[src/rtl/mult_pkg.sv]
// rtl/mult_pkg.sv - shared constants and state encoding for the sequential multiplier
package mult_pkg;

  localparam int DEF_WIDTH = 8;

  typedef enum logic [1:0] {
    S_IDLE = 2'd0,
    S_RUN  = 2'd1,
    S_DONE = 2'd2
  } state_t;

endpackage

[src/rtl/half_adder.sv]
// rtl/half_adder.sv - one-bit half adder cell
module half_adder (
  input  logic i_a,
  input  logic i_b,
  output logic o_sum,
  output logic o_carry
);

  assign o_sum   = i_a ^ i_b;
  assign o_carry = i_a & i_b;

endmodule

[src/rtl/ripple_adder.sv]
// rtl/ripple_adder.sv - N-bit ripple-carry adder built from half-adder based full adders
module full_adder (
  input  logic i_a,
  input  logic i_b,
  input  logic i_cin,
  output logic o_sum,
  output logic o_cout
);

  logic w_s1;
  logic w_c1;
  logic w_c2;

  half_adder u_ha0 (.i_a(i_a),  .i_b(i_b),   .o_sum(w_s1),  .o_carry(w_c1));
  half_adder u_ha1 (.i_a(w_s1), .i_b(i_cin), .o_sum(o_sum), .o_carry(w_c2));

  assign o_cout = w_c1 | w_c2;

endmodule

module ripple_adder #(
  parameter int N = 16
) (
  input  logic [N-1:0] i_a,
  input  logic [N-1:0] i_b,
  input  logic         i_cin,
  output logic [N-1:0] o_sum,
  output logic         o_cout
);

  logic [N:0] w_c;

  assign w_c[0] = i_cin;

  for (genvar g = 0; g < N; g++) begin : g_bit
    full_adder u_fa (
      .i_a   (i_a[g]),
      .i_b   (i_b[g]),
      .i_cin (w_c[g]),
      .o_sum (o_sum[g]),
      .o_cout(w_c[g+1])
    );
  end

  assign o_cout = w_c[N];

endmodule

[src/rtl/seq_multiplier.sv]
// rtl/seq_multiplier.sv - shift-and-add unsigned multiplier, one partial product per clock
module seq_multiplier
  import mult_pkg::*;
#(
  parameter int WIDTH = DEF_WIDTH,
  parameter int CNT_W = $clog2(WIDTH + 1)
) (
  input  logic               clk,
  input  logic               rst,
  input  logic               start,
  input  logic [WIDTH-1:0]   A,
  input  logic [WIDTH-1:0]   B,
  output logic               busy,
  output logic               done,
  output logic [2*WIDTH-1:0] P
);

  state_t               r_state;
  logic [2*WIDTH-1:0]   r_mcand;
  logic [WIDTH-1:0]     r_mplier;
  logic [2*WIDTH-1:0]   r_acc;
  logic [CNT_W-1:0]     r_cnt;
  logic [2*WIDTH-1:0]   r_p;
  logic                 r_busy;
  logic                 r_done;

  logic [2*WIDTH-1:0]   w_addend;
  logic [2*WIDTH-1:0]   w_sum;
  logic                 w_cout;
  logic                 w_last;

  // Partial product is either the shifted multiplicand or nothing.
  assign w_addend = r_mplier[0] ? r_mcand : '0;
  assign w_last   = (r_cnt == CNT_W'(WIDTH - 1));

  ripple_adder #(.N(2 * WIDTH)) u_adder (
    .i_a   (r_acc),
    .i_b   (w_addend),
    .i_cin (1'b0),
    .o_sum (w_sum),
    .o_cout(w_cout)
  );

  // Control FSM with datapath registers; busy/done/P are registered alongside state.
  always_ff @(posedge clk) begin
    if (rst) begin
      r_state  <= S_IDLE;
      r_mcand  <= '0;
      r_mplier <= '0;
      r_acc    <= '0;
      r_cnt    <= '0;
      r_p      <= '0;
      r_busy   <= 1'b0;
      r_done   <= 1'b0;
    end else begin
      case (r_state)
        S_IDLE, S_DONE: begin
          r_done <= 1'b0;
          if (start) begin
            r_mcand  <= {{WIDTH{1'b0}}, A};
            r_mplier <= B;
            r_acc    <= '0;
            r_cnt    <= '0;
            r_busy   <= 1'b1;
            r_state  <= S_RUN;
          end else begin
            r_busy  <= 1'b0;
            r_state <= S_IDLE;
          end
        end
        S_RUN: begin
          r_acc    <= w_sum;
          r_mcand  <= r_mcand << 1;
          r_mplier <= r_mplier >> 1;
          r_cnt    <= r_cnt + CNT_W'(1);
          if (w_last) begin
            r_p     <= w_sum;
            r_busy  <= 1'b0;
            r_done  <= 1'b1;
            r_state <= S_DONE;
          end
        end
        default: begin
          r_busy  <= 1'b0;
          r_done  <= 1'b0;
          r_state <= S_IDLE;
        end
      endcase
    end
  end

  // The running sum never exceeds the final product, so the adder never carries out.
  always_ff @(posedge clk) begin
    if (!rst && r_state == S_RUN) begin
      assert (!w_cout);
    end
  end

  assign busy = r_busy;
  assign done = r_done;
  assign P    = r_p;

endmodule

[config.mk]
export PLATFORM = sky130hd
export DESIGN_NAME = seq_multiplier
export DESIGN_NICKNAME = d
export VERILOG_FILES = /design/src/rtl/mult_pkg.sv /design/src/rtl/half_adder.sv /design/src/rtl/ripple_adder.sv /design/src/rtl/seq_multiplier.sv
export SDC_FILE = /design/constraint.sdc
export NUM_CORES = 1
export LEC_CHECK = 0
export BUFFER_PORTS_ARGS = -buffer_cell sky130_fd_sc_hd__buf_2
export CAP_MARGIN = 20
export CELL_PAD_IN_SITES_DETAIL_PLACEMENT = 1
export CELL_PAD_IN_SITES_GLOBAL_PLACEMENT = 2
export CORE_MARGIN = 2
export CORE_UTILIZATION = 36
export DETAILED_ROUTE_END_ITERATION = 6
export PLACE_DENSITY = 0.87
export SLEW_MARGIN = 20
export SYNTH_ARGS = -nofsm -noshare
export SYNTH_HDL_FRONTEND = slang
export SYNTH_SLANG_ARGS = --single-unit
[constraint.sdc]
create_clock -name clk -period 8.6 [get_ports clk]
set_input_delay 1.72 -clock clk [delete_from_list [all_inputs] [get_ports clk]]
set_output_delay 1.72 -clock clk [all_outputs]
set_load 0.03 [all_outputs]
## Word level (Yosys, flattened, before mapping)

Index checks and enable logic that the tools add are counted.

- Mux-type cells: 15
- Add/sub/neg operators: 1
- Bitwise gates (word level): 75
- Reductions and logical operators: 6
- Eq/ne operators: 5

Operators by type and width:

| operator | number |
|---|---|
| $pmux 16 s2 | 2 |
| $mux 16 | 3 |
| $xor 1x1->1 | 31 |
| $and 1x1->1 | 29 |
| $pmux 8 s2 | 1 |
| $or 1x1->1 | 14 |
| $mux 8 | 1 |
| $pmux 4 s2 | 1 |
| $add 4x1->4 const B | 1 |
| $eq 4x3->1 const B | 1 |
| $mux 4 | 1 |
| $ne 2x2->1 const B | 2 |
| $pmux 2 s2 | 1 |
| $reduce_and 2->1 | 2 |
| $reduce_or 2->1 | 2 |
| $mux 1 | 3 |
| $eq 2x1->1 const B | 1 |
| $eq 2x2->1 const B | 1 |
| $logic_not 2->1 | 1 |
| $mux 2 | 1 |
| $pmux 1 s2 | 1 |
| $reduce_bool 2->1 | 1 |
| $not 1->1 | 1 |

- Output and inout port bits: 18
- Register bits: 64
- Logic and storage cells: 110
- Input bits: 19

## Depth between registers and ports, before layout

Gate-level depths: netlist (run 1).

- Depth after elaboration: 32
- Gate-level depth with buffers: 22
- Gate-level depth less buffers: 21

## By module

A second synthesis (run 1) with hierarchy kept.

- Cells, all modules: 296
- Area, all modules: 3075.4 sq um

By module, submodules not included:

| module | area an instance (sq um) | seq. area each (sq um) | cells each | instances |
|---|---|---|---|---|
| seq_multiplier | 2575.0 | 1281.2 | 248 | 1 |
| half_adder | 12.5 | 0.0 | 1 | 32 |
| full_adder | 6.3 | 0.0 | 1 | 16 |

## Worst setup path after synthesis (run 1)

Ideal clock, no wire load.

- Kind: register to register
- Start: register r_mplier[0]
- End: register r_p[14], in the netlist P[14]
- Period minus slack after synthesis: 7.147 ns
- Library setup time: 0.117 ns
- Path buffers: 2
- Cell stages (with the launch flop): 20
- Slack: 1.453 ns
- Arrival: 7.030 ns
- Data required time: 8.483 ns
- Path through: dfxtp_1 -> clkbuf_1 -> clkbuf_1 -> nand2_1 -> fa_1 -> fa_1 -> fa_1 -> fa_1 -> fa_1 -> fa_1 -> fa_1 -> fa_1 -> fa_1 -> fa_1 -> fa_1 -> fa_1 -> fa_1 -> inv_1 -> fa_1 -> a22o_1

- Cells in the longest elaborated chain, start to end: 29
- Elaborated cells between the ends (all ways): 56
- Classes of those cells: mux (1); bitwise (55)

Ends and longest elaborated chain:

| item | line | text |
|---|---|---|
| start, declared | seq_multiplier.sv:20 | `logic [WIDTH-1:0] r_mplier;` |
| start signal, assigned | seq_multiplier.sv:74 | `r_mplier <= r_mplier >> 1;` |
| $mux 16 (*) | seq_multiplier.sv:33 | `assign w_addend = r_mplier[0] ? r_mcand : '0;` |
| $xor 1x1->1 / $and 1x1->1 (equally long branches) | half_adder.sv:9, half_adder.sv:10 |  |
| $and 1x1->1 | half_adder.sv:10 | `assign o_carry = i_a & i_b;` |
| $or 1x1->1 | ripple_adder.sv:17 | `assign o_cout = w_c1 \| w_c2;` |
| $and 1x1->1 | half_adder.sv:10 |  |
| $or 1x1->1 | ripple_adder.sv:17 |  |
| $and 1x1->1 | half_adder.sv:10 |  |
| $or 1x1->1 | ripple_adder.sv:17 |  |
| [14 not listed] | - |  |
| $and 1x1->1 | half_adder.sv:10 |  |
| $or 1x1->1 | ripple_adder.sv:17 |  |
| $and 1x1->1 | half_adder.sv:10 |  |
| $or 1x1->1 | ripple_adder.sv:17 |  |
| $and 1x1->1 | half_adder.sv:10 |  |
| $or 1x1->1 | ripple_adder.sv:17 |  |
| $xor 1x1->1 (*) | half_adder.sv:9 | `assign o_sum = i_a ^ i_b;` |
| net u_adder.g_bit[14].u_fa.o_sum | ripple_adder.sv:6 | `output logic o_sum,` |
| end signal, assigned | seq_multiplier.sv:77 | `r_p <= w_sum;` |
| end, declared | seq_multiplier.sv:23 | `logic [2*WIDTH-1:0] r_p;` |

The timed path passes the listed nets; every way through them passes the cells marked *.
A chain may end at the register's enable or synchronous reset.

## Worst setup path in the final report (run 1)

- Start: register r_mplier[0]
- End: register r_acc[14]

- Cells in the longest elaborated chain, start to end: 30
- Elaborated cells between the ends (all ways): 57
- Classes of those cells: mux (2); bitwise (55)

Ends and longest elaborated chain:

| item | line | text |
|---|---|---|
| $mux 16 (*) | seq_multiplier.sv:33 |  |
| $xor 1x1->1 / $and 1x1->1 (equally long branches) | half_adder.sv:9, half_adder.sv:10 |  |
| $and 1x1->1 | half_adder.sv:10 |  |
| $or 1x1->1 | ripple_adder.sv:17 |  |
| $and 1x1->1 | half_adder.sv:10 |  |
| $or 1x1->1 | ripple_adder.sv:17 |  |
| $and 1x1->1 | half_adder.sv:10 |  |
| $or 1x1->1 | ripple_adder.sv:17 |  |
| [15 not listed] | - |  |
| $or 1x1->1 | ripple_adder.sv:17 |  |
| $and 1x1->1 | half_adder.sv:10 |  |
| $or 1x1->1 | ripple_adder.sv:17 |  |
| $and 1x1->1 | half_adder.sv:10 |  |
| $or 1x1->1 | ripple_adder.sv:17 |  |
| $xor 1x1->1 (*) | half_adder.sv:9 |  |
| net u_adder.g_bit[14].u_fa.o_sum | ripple_adder.sv:6 |  |
| $pmux 16 s2 (*) | seq_multiplier.sv:56 | `case (r_state)` |
| end signal, assigned | seq_multiplier.sv:72 | `r_acc <= w_sum;` |
| end, declared | seq_multiplier.sv:21 | `logic [2*WIDTH-1:0] r_acc;` |

Marks and branches as above.

==> impl_metrics.ini, run 1 <==
[clock_network]
cts_buffer_depth = 2
cts_hold_buffers = 0
path_clk_slew_ps = 80
htreeDepth = 3
cts_setup_buffers = 0
cts.root.buffer_cell = clkbuf_8
clk_latency_ps = 340
tritoncts.num_buffers = 9
clock_sinks = 64
cts_tree = done
ctsResizeCount = 0

[floorplanning]
die_h_um = 89.9
core_area_um2 = 7210
initial_core_util_pct = 36.8
rows = 31
die_w_um = 89.9
die-area_um2 = 8080
io_pins = 37

[status]
status = complete, no violations

[power]
power.density_nw_per_um2 = 199
leakage_nw = 1.14
ir_drop_uv = 87.5

[grt]
grt_max_degree = 27
grt_first_pass_wirelength_mm = 9.67
track_usage_pct = 15.0
grt-ovfl-total = 0
antenna_found_initial = 0
grt_pass1_vias = 1943

[placement]
portBuffers = 36
dpl.hpwl_mm = 3.83
place_congestion = 0.728

[final_layout]
fill_cells = 859
multiInputGateArea_um2 = 1190
num_antenna_cells = 0
seq_area_um2 = 1280
syn_to_final_growth_pct = 14.6
drive_gt1_share_pct = 19.7
layout.nets = 325
final_util_pct = 42.2

[logic_synthesis]
syn_inst = 260
synth_warnings = 0
yosysTopAreaCell = dfxtp_1
synthDistinctLibCells = 31
yosysTopAreaCellShare_pct = 48.3
avgSynthCellArea_um2 = 10.2
synth-seq-cells = 64
synthTopCellsByArea = dfxtp_1 (48%), fa_1 (11%), nand2_1 (5.8%), a22o_1 (4.9%), a22oi_1 (4.5%)
ys_seq_area_share_pct = 48.3
syn_area_um2 = 2660
syn_nets = 295

[sta]
finalSetupTns_ps = 0
rsz0062_at_grt = no
hold_violations = 0
max_slew_margin_pct = 34.5
min_period_ps = 7530
fmax_mhz = 133
fin_skew_ps = 10.1
maxSlewViolCount = 0
finalCritPeriodShare_pct = 87.6
worst_pin_slew_ps = 983
setup_viol = 0

[drt]
routed_wl_mm = 5.76
first_iter_violations = 70
drt-wirelength-per-cell_um = 14.6
antenna_left = 0
drt_first_pass_iters = 4
dr_total_vias = 1940
vias_per_cell = 4.92
drc = 0

[critical_path]
critPathKind = reg2reg
arrival_ps = 7760
cp.required_ps = 8830
worstSetupStartpointType = flop
cp_max_fo = 17
critPathCaptureType = flop

[worst_hold_path]
min_path_type = reg2reg

[job]
max-cap-violations = 0
path summary, 6_finish.rpt:
| path | from | to | slack, ps | cells past startpoint |
|---|---|---|---|---|
| worst max-delay path | r_mplier[0]$_SDFFE_PP0P_ | r_acc[14]$_SDFFE_PP0P_ | 1070 | 19 |
| worst min-delay path | r_acc[12]$_SDFFE_PP0P_ | r_acc[12]$_SDFFE_PP0P_ | 450 | 2 |
| worst max register to register | r_mplier[0]$_SDFFE_PP0P_ | r_acc[14]$_SDFFE_PP0P_ | 1070 | 19 |
| worst min register to register | r_acc[12]$_SDFFE_PP0P_ | r_acc[12]$_SDFFE_PP0P_ | 450 | 2 |
registers in the layout, summed over array words and instances, names as in the netlist:
| signal | cells |
|---|---|
| P | 16 |
| r_acc | 16 |
| r_mcand | 16 |
| r_mplier | 8 |
| r_cnt | 4 |
| r_state | 2 |
| busy | 1 |
| done | 1 |
critical path: stages, from the launching register on:
cell and delay (ps):
dfxtp_1 710, and2_1 220, ha_1 140, inv_1 50
fa_1 410, fa_1 440, fa_1 460, fa_1 430
fa_1 430, fa_1 420, fa_1 440, fa_1 430
fa_1 420, fa_1 420, fa_1 420, fa_1 420
fa_1 390, inv_1 90, fa_1 440, a22o_1 220
per-layer routing:
metal | track usage (%) | share of wire, % | vias to the layer above
met3 | 4.11 | 3.2 | 7
met5 | 0 | 0 | -
met2 | 24.2 | 47 | 25
met4 | 5.38 | 1.4 | 0
met1 | 19.6 | 48 | 961
li1 | - | - | 947
final cells by class:
| cell class | count | area share (%) |
|---|---|---|
| sequential | 64 | 42.1 |
| clock inverter | 7 | 2.39 |
| multi-input combinational | 161 | 39.2 |
| tap | 99 | 4.07 |
| clock buffer | 9 | 4.07 |
| inverter | 18 | 2.22 |
| timing repair buffer | 36 | 5.92 |
cells by family after synthesis:
kind of cell,synth area share [%]
flip-flops,48.3
adder cells (fa/ha/maj),11.5
buffers and inverters,6.93
multiplexers,0.377
XOR/XNOR,0.660
AND/OR/NAND/NOR,12.3
AO/OA/AOI/OAI,20.0
synthesized netlist by cell type, drive strengths merged:
library cell	number
o2bb2ai	13
inv	18
o21ai	14
a21oi	18
nor3	1
ha	2
nand2b	2
nand3b	2
nand4	1
a31oi	1
xnor2	1
a22o	15
or3	1
dfxtp	64
clkbuf	6
and2	2
mux2i	1
xor2	1
nor2	13
and2b	2
a22oi	16
buf	11
fa	14
nand2	41
where the power goes:
| group | internal, mW | total (mW) | switching [mW] |
|---|---|---|---|
| combinational | 0.0126 | 0.0380 | 0.0255 |
| sequential | 0.303 | 0.309 | 0.00633 |
| clock | 0.134 | 0.258 | 0.125 |
| total | 0.449 | 0.606 | 0.157 |
placed cells by master (no fill, tap or decap):
cell type   netlist  routed
mux2i_1           1       1
nand2b_4          1       1
nor3_4            1       1
nand2b_1          1       1
a22o_1           15      15
o21ai_0          12      12
nor2_2            0       1
clkinvlp_4        0       2
clkbuf_8          0       9
o2bb2ai_1        13      13
ha_1              2       2
fa_1             14      14
clkinv_2          0       2
or3_1             1       1
and2_1            2       2
nor2_8            1       1
nor2_1           12      11
a31oi_1           1       1
inv_1            18      18
xor2_1            1       1
and2b_4           1       1
clkinv_4          0       2
a22oi_1          16      16
xnor2_1           1       1
nand3b_4          1       1
buf_2             3      36
nand2_1          41      41
and2b_1           1       1
nand3b_1          1       1
nand4_1           1       1
a21oi_1          18      18
dfxtp_1          64      64
bufinv_16         0       1
o21ai_1           2       2
per-stage QoR:
stage / hold slack (ps) / power [mW] / instance area, um^2 / setup slack, ps / instances
floorplan: 425 / 0.345 / 2660 / 1450 / 260
global placement: 438 / 0.353 / 2840 / 1190 / 378
detailed placement: 442 / 0.354 / 2840 / 1060 / 378
CTS: 456 / 0.612 / 3040 / 999 / 394
global route: 477 / 0.629 / 3040 / 634 / 394
finish: 455 / 0.606 / 3040 / 1070 / 394
Note: power is estimated with default switching activity, not from simulation.
==> inputs of run 2 (changes only) <==
--- a/config.mk
+++ b/config.mk
@@ -12,6 +12,7 @@
 export CORE_MARGIN = 2
 export CORE_UTILIZATION = 36
 export DETAILED_ROUTE_END_ITERATION = 6
+export MAX_ROUTING_LAYER = met4
 export PLACE_DENSITY = 0.87
 export SLEW_MARGIN = 20
 export SYNTH_ARGS = -nofsm -noshare
==> run 2 against run 1 <==
- via count up 0.15%
- final cell count unchanged
- combinational power about the same
- largest cell class unchanged
==> impl_metrics.ini, run 2 (synthesis gave the netlist of run 1 again) <==
[critical_path]
cp.required_ps = 8830
regToRegEndpoint = r_acc[14]$_SDFFE_PP0P_
r2r_slack_ps = 1070
worstSetupStartpointType = flop
r2r-start = r_mplier[0]$_SDFFE_PP0P_
r2r.worst_path.cells = 19
arrival_ps = 7760
crit_start = r_mplier[0]$_SDFFE_PP0P_
cp_max_fo = 17
critPathCaptureType = flop
critPathKind = reg2reg

[final_layout]
seq_area_um2 = 1280
drive_gt1_share_pct = 19.7
layout.nets = 325
multiInputGateArea_um2 = 1190
num_antenna_cells = 0
fill_cells = 859
mostFrequentLayoutCell = dfxtp_1
syn_to_final_growth_pct = 14.6
final_cell_mix = dfxtp_1 (64), nand2_1 (41), buf_2 (36)

[grt]
antenna_found_initial = 0
grt_first_pass_wirelength_mm = 9.69
track_usage_pct = 15.5
grt_max_degree = 27
grt-ovfl-total = 0
grt_pass1_vias = 1942

[floorplanning]
rows = 31
die-area_um2 = 8080
die_h_um = 89.9
die_w_um = 89.9
initial_core_util_pct = 36.8
core_area_um2 = 7210
io_pins = 37

[power]
switching_share_pct = 25.8
p_switching_uw = 156
ir_drop_uv = 87.4
leakage_nw = 1.14
power_frac_comb_pct = 6.3
clkPwrFrac_pct = 42.7
power_frac_seq_pct = 51.1
power.density_nw_per_um2 = 199
internal-power_uw = 449

[sta]
finalSetupTns_ps = 0
hold_ws_ps = 455
finalCritPeriodShare_pct = 87.5
rsz0062_at_grt = no
fmax_mhz = 133
worst_pin_slew_ps = 958
min_period_ps = 7530
fin_skew_ps = 10.0
max_slew_margin_pct = 36.1
hold_violations = 0
maxSlewViolCount = 0
setup_viol = 0

[worst_hold_path]
hold_end = r_acc[12]$_SDFFE_PP0P_
whs_path_depth = 2
min_path_type = reg2reg
hp-start = r_acc[12]$_SDFFE_PP0P_

[drt]
routed_wl_mm = 5.76
vias_per_cell = 4.93
first_iter_violations = 78
antenna_left = 0
dr_total_vias = 1943
drt-wirelength-per-cell_um = 14.6
drc = 0
drt_first_pass_iters = 4

[clock_network]
cts_setup_buffers = 0
cts.root.buffer_cell = clkbuf_8
htreeDepth = 3
cts_tree = done
clk_latency_ps = 340
clock_sinks = 64
cts_buffer_depth = 2
ctsResizeCount = 0
cts_hold_buffers = 0
path_clk_slew_ps = 70
tritoncts.num_buffers = 9

[placement]
portBuffers = 36
place_congestion = 0.737
dpl.hpwl_mm = 3.83

[status]
status = complete, no violations

[job]
max-cap-violations = 0
==> run 2: cell type report <==
| class | count | share of cell area [%] |
|---|---|---|
| clock inverter | 7 | 2.39 |
| inverter | 18 | 2.22 |
| sequential | 64 | 42.1 |
| multi-input combinational | 161 | 39.2 |
| clock buffer | 9 | 4.07 |
| tap | 99 | 4.07 |
| timing repair buffer | 36 | 5.92 |
==> run 2: power groups by stage <==
| stage | combinational, mW | sequential [mW] | clock [mW] |
|---|---|---|---|
| 2_1_floorplan | 0.0315 | 0.314 | 0 |
| 3_3_place_gp | 0.0373 | 0.316 | 0 |
| 3_5_place_dp | 0.0382 | 0.316 | 0 |
| 4_1_cts | 0.0384 | 0.309 | 0.265 |
| 5_1_grt | 0.0424 | 0.310 | 0.276 |
| 6_report | 0.0378 | 0.309 | 0.258 |
==> run 2: worst max-delay path, cell delays in order, from the launching register on <==
cell and delay (ps):
dfxtp_1 700, and2_1 220, ha_1 140, inv_1 50, fa_1 410, fa_1 440, fa_1 460, fa_1 430
fa_1 430, fa_1 420, fa_1 440, fa_1 430, fa_1 420, fa_1 420, fa_1 420, fa_1 420
fa_1 390, inv_1 90, fa_1 440, a22o_1 220
==> run 2: per-stage QoR <==
stage	total power [mW]	utilization (%)	cell area [um^2]	instances	setup slack (ps)
2_1_floorplan	0.345	-	2660	260	1450
3_3_place_gp	0.353	39.4	2840	378	1190
3_5_place_dp	0.354	39.4	2840	378	1060
4_1_cts	0.612	42.1	3040	394	999
5_1_grt	0.629	42.2	3040	394	634
6_report	0.605	42.2	3040	394	1070
==> run 2: worst max-delay path by stage <==
stage | end | slack [ps] | cells after the start
after global routing | P[15]$_SDFFE_PP0P_ | 630 | 21
after floorplan | P[14]$_SDFFE_PP0P_ | 1450 | 19
after global placement | P[14]$_SDFFE_PP0P_ | 1190 | 19
after CTS | P[15]$_SDFFE_PP0P_ | 1000 | 21
after detailed placement | P[14]$_SDFFE_PP0P_ | 1060 | 19
final | r_acc[14]$_SDFFE_PP0P_ | 1070 | 19
==> run 2: per-layer routing <==
metal	part of all wire, %	vias up	routed length (um)	global-route usage [%]
met4	1.4	0	78	5.38
li1	-	948	-	-
met1	47	960	2730	19.7
met3	3.7	7	215	4.11
met5	0	-	0	-
met2	48	28	2740	24.1
==> inputs of run 3 (changes only) <==
--- a/config.mk
+++ b/config.mk
@@ -9,6 +9,7 @@
 export CAP_MARGIN = 20
 export CELL_PAD_IN_SITES_DETAIL_PLACEMENT = 1
 export CELL_PAD_IN_SITES_GLOBAL_PLACEMENT = 2
+export CORE_ASPECT_RATIO = 0.6
 export CORE_MARGIN = 2
 export CORE_UTILIZATION = 36
 export DETAILED_ROUTE_END_ITERATION = 6
==> run 3 against run 2 <==
- critical path depth increased by 2
- final cell count decreased by 2.0%
- fmax increased by 0.55%
- critical path type unchanged
==> impl_metrics.ini, run 3 (synthesis gave the netlist of run 1 again) <==
[sta]
hold_violations = 0
finalCritPeriodShare_pct = 87.1
max_slew_margin_pct = 34.6
worst_pin_slew_ps = 977
min_period_ps = 7490
fmax_mhz = 134
maxSlewViolCount = 0
finalSetupTns_ps = 0
rsz0062_at_grt = no
setup_viol = 0
fin_skew_ps = 5.47

[grt]
gr-usage-met3_pct = 5.56
grt_pass1_vias = 1986
grt_max_degree = 27
met2_usage_pct = 23.6
track_usage_pct = 16.6
top_usage_layer = met2
grt-ovfl-total = 0
antenna_found_initial = 0
gr-usage-met1_pct = 21.8
grt_first_pass_wirelength_mm = 9.94

[power]
power.density_nw_per_um2 = 242
leakage_nw = 1.21
ir_drop_uv = 77.7
total_power_uw = 769

[drt]
antenna_left = 0
vias_per_cell = 4.97
drc = 0
dr_total_vias = 1917
drt-wirelength-per-cell_um = 15.2
routed_wl_mm = 5.87
first_iter_violations = 80
drt_first_pass_iters = 4

[floorplanning]
initial_core_util_pct = 36.8
die-area_um2 = 8100
die_h_um = 70.5
rows = 24
io_pins = 37
die_w_um = 115
core_area_um2 = 7210

[critical_path]
cp.required_ps = 8820
cp_max_fo = 17
r2r_slack_ps = 1110
worstSetupStartpointType = flop
arrival_ps = 7710
critPathKind = reg2reg
critPathCaptureType = flop

[clock_network]
ctsResizeCount = 0
cts_hold_buffers = 0
cts_tree = done
htreeDepth = 3
cts.root.buffer_cell = clkbuf_16
clk_latency_ps = 330
tritoncts.num_buffers = 9
path_clk_slew_ps = 60
cts_setup_buffers = 0
clock_sinks = 64
cts_buffer_depth = 2

[worst_hold_path]
min_path_type = reg2reg

[final_layout]
final_cell_mix = dfxtp_1 (64), nand2_1 (41), buf_2 (36)
drive_gt1_share_pct = 19.7
layout.nets = 325
syn_to_final_growth_pct = 19.8
num_antenna_cells = 0
mostFrequentLayoutCell = dfxtp_1

[placement]
dpl.hpwl_mm = 3.89
place_congestion = 0.719
portBuffers = 36

[status]
status = complete, no violations

[job]
max-cap-violations = 0
==> run 3: cell types whose count changed in the layout (fill, tap and decap cells not counted) <==
cell,before,now
clkbuf_16,0,9
bufinv_16,1,3
clkbuf_8,9,0
clkinvlp_4,2,1
clkinv_2,2,1
==> run 3: worst paths after layout <==
| check | end | depth (start not counted) | startpoint |
|---|---|---|---|
| setup / recovery | P[15]$_SDFFE_PP0P_ | 21 | r_mplier[0]$_SDFFE_PP0P_ |
| hold / removal | done$_SDFFE_PP0N_ | 2 | done$_SDFFE_PP0N_ |
| setup reg to reg | P[15]$_SDFFE_PP0P_ | 21 | r_mplier[0]$_SDFFE_PP0P_ |
| hold reg to reg | done$_SDFFE_PP0N_ | 2 | done$_SDFFE_PP0N_ |
==> run 3: power breakdown <==
group	leakage (nW)	internal (mW)	switching [mW]	total, mW
clock	0.166	0.283	0.138	0.421
sequential	0.519	0.304	0.00631	0.310
combinational	0.521	0.0126	0.0255	0.0381
==> run 3: critical path, stage by stage (launching register included) <==
cell and delay, ps:
dfxtp_1 660, and2_1 220, ha_1 140, inv_1 50, fa_1 410, fa_1 460
fa_1 450, fa_1 430, fa_1 430, fa_1 440, fa_1 430, fa_1 420
fa_1 420, fa_1 430, fa_1 420, fa_1 420, fa_1 400, inv_1 90
fa_1 190, xor2_1 180, xnor2_1 110, a22o_1 190
==> run 3: metrics by stage <==
step	hold WS, ps	instance area (um^2)	setup WS [ps]	cells	utilization [%]
2_1_floorplan	425	2660	1450	260	-
3_3_place_gp	435	2830	1180	370	39.3
3_5_place_dp	442	2830	1050	370	39.3
4_1_cts	454	3180	989	386	44.1
5_1_grt	467	3180	665	386	44.1
6_report	449	3180	1110	386	44.1
==> run 3: per-layer routing <==
layer  up-vias  routed length, um
met5         -                  0
met4         0                 91
met3         9                227
met2        30               2500
met1       928               3050
li1        950                  -
==> run 3: cell type report <==
| class | instances | area, um^2 |
|---|---|---|
| Multi-Input combinational cell | 161 | 1190 |
| Inverter | 18 | 67.6 |
| Tap cell | 91 | 114 |
| Sequential cell | 64 | 1280 |
| Clock inverter | 7 | 120 |
| Clock buffer | 9 | 225 |
| Timing Repair Buffer | 36 | 180 |
| Fill cell | 820 | 4030 |
